`src/rtl/regfile_mp.sv`:
```
// regfile_mp: parametrised multi-port register file, registered read addresses, highest write port wins.
// Optional sticky write-collision flag is built when REGFILE_WCONFLICT_EN is defined.
module regfile_mp #(
  parameter int DW    = 8,
  parameter int AW    = 3,
  parameter int DEPTH = 8,
  parameter int NRD   = 6,
  parameter int NWR   = 4
) (
  input  logic              clk,
  input  logic              rst_n,
  input  logic [NRD-1:0]    ren,
  input  logic [NRD*AW-1:0] raddr,
  output logic [NRD*DW-1:0] rdata,
  output logic [NRD-1:0]    rvalid,
  input  logic [NWR-1:0]    wen,
  input  logic [NWR*AW-1:0] waddr,
  input  logic [NWR*DW-1:0] wdata,
  output logic              wconflict
);

  logic [DW-1:0]     r_mem [DEPTH];
  logic [NRD*AW-1:0] r_raddr;
  logic [NRD-1:0]    r_rvalid;
  logic [NRD*DW-1:0] w_rdata;

  // Entry update: ports scanned low to high so the highest enabled port lands last
  always_ff @(posedge clk or negedge rst_n) begin
    if (!rst_n) begin
      for (int e = 0; e < DEPTH; e++) begin
        r_mem[e] <= '0;
      end
    end else begin
      for (int e = 0; e < DEPTH; e++) begin
        for (int j = 0; j < NWR; j++) begin
          if (wen[j] && (waddr[j*AW +: AW] == AW'(e))) begin
            r_mem[e] <= wdata[j*DW +: DW];
          end
        end
      end
    end
  end

  // Read address and valid capture, unconditional on ren
  always_ff @(posedge clk or negedge rst_n) begin
    if (!rst_n) begin
      r_raddr  <= '0;
      r_rvalid <= '0;
    end else begin
      r_raddr  <= raddr;
      r_rvalid <= ren;
    end
  end

  // Combinational read; an address with no implemented entry falls through to zero
  always_comb begin
    w_rdata = '0;
    for (int i = 0; i < NRD; i++) begin
      for (int e = 0; e < DEPTH; e++) begin
        if (r_raddr[i*AW +: AW] == AW'(e)) begin
          w_rdata[i*DW +: DW] = r_mem[e];
        end else begin
          w_rdata[i*DW +: DW] = w_rdata[i*DW +: DW];
        end
      end
    end
  end

  assign rdata  = w_rdata;
  assign rvalid = r_rvalid;

`ifdef REGFILE_WCONFLICT_EN
  logic w_conflict;
  logic r_wconflict;

  // Any pair of enabled ports sharing an address, in range or not
  always_comb begin
    w_conflict = 1'b0;
    for (int j = 0; j < NWR; j++) begin
      for (int k = j + 1; k < NWR; k++) begin
        if (wen[j] && wen[k] && (waddr[j*AW +: AW] == waddr[k*AW +: AW])) begin
          w_conflict = 1'b1;
        end else begin
          w_conflict = w_conflict;
        end
      end
    end
  end

  // Sticky until reset
  always_ff @(posedge clk or negedge rst_n) begin
    if (!rst_n) begin
      r_wconflict <= 1'b0;
    end else begin
      r_wconflict <= r_wconflict | w_conflict;
    end
  end

  assign wconflict = r_wconflict;
`else
  assign wconflict = 1'b0;
`endif

endmodule

```
`config.mk`:
```
export PLATFORM = sky130hd
export DESIGN_NAME = regfile_mp
export DESIGN_NICKNAME = d
export VERILOG_FILES = /design/src/rtl/regfile_mp.sv
export SDC_FILE = /design/constraint.sdc
export NUM_CORES = 1
export LEC_CHECK = 0
export CAP_MARGIN = 20
export CORE_MARGIN = 2
export CORE_UTILIZATION = 40
export DETAILED_ROUTE_END_ITERATION = 12
export GPL_TIMING_DRIVEN = 0
export SYNTH_ARGS = -nofsm -noshare
export SYNTH_HDL_FRONTEND = slang
export SYNTH_SLANG_ARGS = --single-unit
```
`constraint.sdc`:
```
create_clock -name clk -period 2.45 [get_ports clk]
set_input_delay 0.3675 -clock clk [delete_from_list [all_inputs] [get_ports clk]]
set_output_delay 0.3675 -clock clk [all_outputs]
set_load 0.005 [all_outputs]
```
## Yosys cells after proc, flatten, opt, wreduce, memory -nomap -nowiden

Cells that the tools add are included.

- Register bits: 88
- Output and inout port bits: 55

- Equality and inequality tests: 70
- Multiplexer cells: 80
- Reduce and logical (&&, ||, !) cells: 50

Operators with widths:

| cell | number |
|---|---|
| 8-bit two-way mux | 80 |
| 3-bit equality test, second input constant | 40 |
| 3-bit by 2-bit equality test with 1-bit output, second input constant | 20 |
| 1-bit logical AND | 32 |
| 4-bit nonzero test | 8 |
| 3-bit by 1-bit equality test with 1-bit output, second input constant | 10 |
| 3-bit logical NOT | 10 |

## Logic depth before layout (Yosys ltp)

Gate-level depths: netlist of the first run.

- Depth after elaboration: 9
- Depth in mapped cells: 8

## Least setup slack after synthesis of the first run

OpenSTA, ideal clock, no wires.

- Path kind: reg2out
- Start point: register r_raddr[5]
- End point: output rdata[9]
- Data arrival time: 1,619 ps
- Required time: 2,082 ps
- Slack: 464 ps
- Stages on the path, launching flop included: 7
- Path buffers: 2
- Path through: dfrtp_1 clkbuf_1 clkbuf_1 mux2_2 a22oi_1 o221ai_1 a22o_1

- Longest elaborated chain between the ends: 9
- Elaborated cells between the ends (all ways): 16
- Those cells by class: eq/ne: 7; mux: 8; reduce/logical: 1

Ends and longest elaborated chain:

| item | line | RTL |
|---|---|---|
| from (decl) | 23 | `logic [NRD*AW-1:0] r_raddr;` |
| from (signal assigned) | 50 | `r_raddr <= raddr;` |
| 3-bit logical NOT | 60 | `if (r_raddr[i*AW +: AW] == AW'(e)) begin` |
| 8-bit two-way mux (7 in a row) | 60 |  |
| 8-bit two-way mux (*) | 60 |  |
| to (decl) | 14 | `output logic [NRD*DW-1:0] rdata,` |

Every way passes the cells marked *; elsewhere a longest branch is shown, timed or not.

## Worst setup path in the final report of the first run

- Start point: register r_raddr[17]
- End point: output rdata[46]

Same word-level chain as after synthesis.

==> metrics.md, run 1 <==
| Metric | Value |
|---|---|
| Tmin final | `2.45 ns` |
| Layout area overhead | `29.3%` |
| Layout cells sized above 1 | `27.6%` |
| Unique masters post-synth | `46` |
| Die area | `22300 µm²` |
| Post-synthesis compound-gate area fraction | `26.7%` |
| Worst vdd ir | `0.352 mV` |
| CP startpoint kind | `register` |
| Die Ht | `149 µm` |
| Status | `finished, final reports clean` |
| Commonest non-fill, non-tap cells in the layout | `102 x nor2_1, 81 x nand2_1, 80 x o21ai_0` |
| Sequential area share after synthesis | `26.0%` |
| Placed instance area | `9840 µm²` |
| IO Pins | `129` |
| Worst EP arrival | `2.08 ns` |
| Mean Syn Cell Area | `8.74 µm²` |
| Initial Util | `40.5%` |
| Largest family of logic cells by synthesized area | `compound AO/OA/AOI/OAI gates` |
| Fillers | `1982` |
| EDFF count, synth | `0` |
| TritonCTS clock tree | `done` |
| CTS Buf Count | `9` |
| Total power | `6.50 mW` |
| Core Rows | `53` |
| Slew headroom | `26.1%` |
| Synthesized instance count | `968` |
| Clk sinks | `88` |
| Placer congestion estimate | `0.967` |
| Finished Cell Area | `10900 µm²` |
| Mux cell area share after synthesis | `23.8%` |
| GRT Util Overall | `32.7%` |
| Post-Synth XOR/XNOR Area | `0%` |
| PortBufs | `101` |
| WL per Instance | `26.2 µm` |
| YS warnings | `0` |
| Max cap viols | `0` |
| Crit path kind | `register to output pin` |
| Nets | `1179` |
| Mapped Area | `8460 µm²` |
| P_leak | `4.50 nW` |
| Largest area contributor in the netlist | `dfrtp_1` |
| Vias per cell | `6.54` |
| DR pass1 iterations | `5` |
| Clock Tree Buf Depth | `2` |
| DR vias | `9058` |
| RSZ-0062 raised after global routing | `yes` |
| Fin. Hold Viols | `0` |
| Clock Skew | `0 ns` |
| CP max FO | `10` |
| Adder-Cell Fraction of Synth Area | `0%` |
| Reg2reg start | `r_mem[27]` |
| Initial antenna violation count | `0` |
| Number of global-route vias before repair | `8710` |
| Max Slew Vio Count | `0` |
| FF+latch count, synth | `88` |
| Remaining global-route overflow | `0` |
| Reg clk slew, reported paths | `0.08 ns` |
| Yosys top cell area share | `26.0%` |
| Placeable Area | `20900 µm²` |
| Worst-Margin Slew | `1.11 ns` |
| Power per Cell Area | `594 nW/µm²` |
| Top area cells in the synthesized netlist | `dfrtp_1 26%, mux4_2 10%, mux2i_1 7.8%` |
| Hold Crit Class | `input port to register` |
| Primary FF master, synth | `dfrtp_1` |
| Simple-gate portion of the synthesized area | `16.2%` |
| Final Cycle Share | `100%` |
| Peak Freq | `0.408 GHz` |
| Net Count, Synth | `1042` |
| Commonest non-fill, non-tap cell in the layout | `nor2_1` |
| # setup viols final | `0` |
| Hpwl dp | `26400 µm` |
| Die Wd | `149 µm` |
| Worst setup EP type | `output pin` |
| Clk_lat worst skew | `0.35 ns` |
| Total Routed Length | `36400 µm` |
| Setup TNS | `0 ns` |
| Initial DRC Count | `963` |
| Worst setup path start | `r_raddr[17]` |
| Synth async-reset ratio | `100%` |
| DRC viols | `0` |
| Largest net degree at the start of global routing | `59` |
| Root buf cell | `clkbuf_16` |
| # H-tree levels | `3` |
| Hold Startpoint | `raddr[15]` |
| First-pass GRT wire length | `53900 µm` |
| Routed Antenna Nets | `0` |
| Crit path required time | `2.08 ns` |
[worst max-delay path, cell delays in order, from the launching register on]
cell           delay (ns)
dfrtp_1              0.39
buf_4                0.14
clkbuf_8             0.14
clkbuf_8             0.15
clkbuf_8             0.17
o21ai_1              0.13
o221ai_1             0.13
a22o_1               0.20
dlygate4sd2_1        0.26
[Yosys cell counts (5+ instances only)]
cell type and instances:
nor2_1 106, dfrtp_1 88, o21ai_0 87, nand2_1 81
mux2i_1 66, a31oi_1 63, clkbuf_1 55, a22oi_1 46
mux2_2 44, mux4_2 38, a211o_1 32, a21o_1 32
buf_1 32, o221ai_1 25, a22o_1 23, buf_2 21
inv_1 14, nor2b_1 13, nand4b_1 12, buf_6 9
nor4bb_1 9, nand4_1 8, and2_1 7, and3_1 5
[cell type report]
class,instances,area [µm²],area share (%)
clock buffer,10,239,2.18
timing repair buffer,138,1300,11.9
tap,275,344,3.14
buffer,107,716,6.54
sequential,88,2240,20.5
antenna,1,2.50,0.0229
multi-input combinational,747,6010,54.9
clock inverter,6,42.5,0.389
inverter,14,52.6,0.480
[where the power goes]
part | switching [mW] | internal (mW) | leakage [nW]
Clock | 0.628 | 0.717 | 0.135
Combinational | 1.13 | 1.39 | 3.41
Sequential | 0.917 | 1.72 | 0.957
[logic make-up (layout without fill, tap and decap cells)]
kind of cell           after synthesis  in the layout
and+or+nand+nor                    273            273
other                                1              2
DFF                                 88             88
muxes                              148            148
AOI/OAI and AO/OA                  325            325
buffers and inverters              133            275
[sequential cells by signal, indices dropped and copies added (netlist names)]
register	cells
r_mem	64
rvalid	6
r_raddr	18
[repair_timing]
action / CTS / global route
gates resized for setup: 214 / 53
buffers inserted: 25 / 6
hold buffers: 1 / 0
endpoints found under the hold margin: 30 / 0
gates cloned: 2 / 1
pin swaps: 24 / 29
setup endpoints to repair: 48 / 27
[per-layer routing]
layer / wire length, µm / part of all wire [%] / global-route usage (%) / up-vias
li1: - / - / - / 3978
met4: 2130 / 5.9 / 17.5 / 0
met2: 15900 / 44 / 49.9 / 575
met1: 15000 / 41 / 43.5 / 4377
met3: 3320 / 9.1 / 6.80 / 128
met5: 0 / 0 / 0 / -
[path summary, 6_finish.rpt]
path | depth (start not counted) | slack, ns | endpoint
setup / recovery | 8 | 0.0007 | rdata[46]
hold / removal | 1 | 0.43 | r_raddr[15]
setup reg to reg | 2 | 1.42 | r_mem[27]
hold reg to reg | 2 | 0.60 | r_mem[13]
max in group asynchronous | 3 | 1.29 | r_mem[20]
min in group asynchronous | 2 | 0.49 | rvalid[3]
[per-stage QoR]
stage | std cells | hold slack (ns) | util (%) | setup slack (ns)
after floorplan | 968 | 0.0719 | - | 0.464
after detailed placement | 1345 | 0.337 | 47.1 | -0.418
after global placement | 1344 | 0.582 | 47.0 | -2.24
after global routing | 1385 | 0.433 | 52.4 | -0.0588
after CTS | 1377 | 0.428 | 51.6 | -0.155
final | 1386 | 0.433 | 52.4 | 0.000695
Note: power is estimated with default switching activity, not from simulation.
==> run 2: changes to the inputs <==
- ABC_CLOCK_PERIOD_IN_PS: default -> 2450
==> results of run 2 <==
No change in the layout: final DEF, timing and power equal those of run 1.
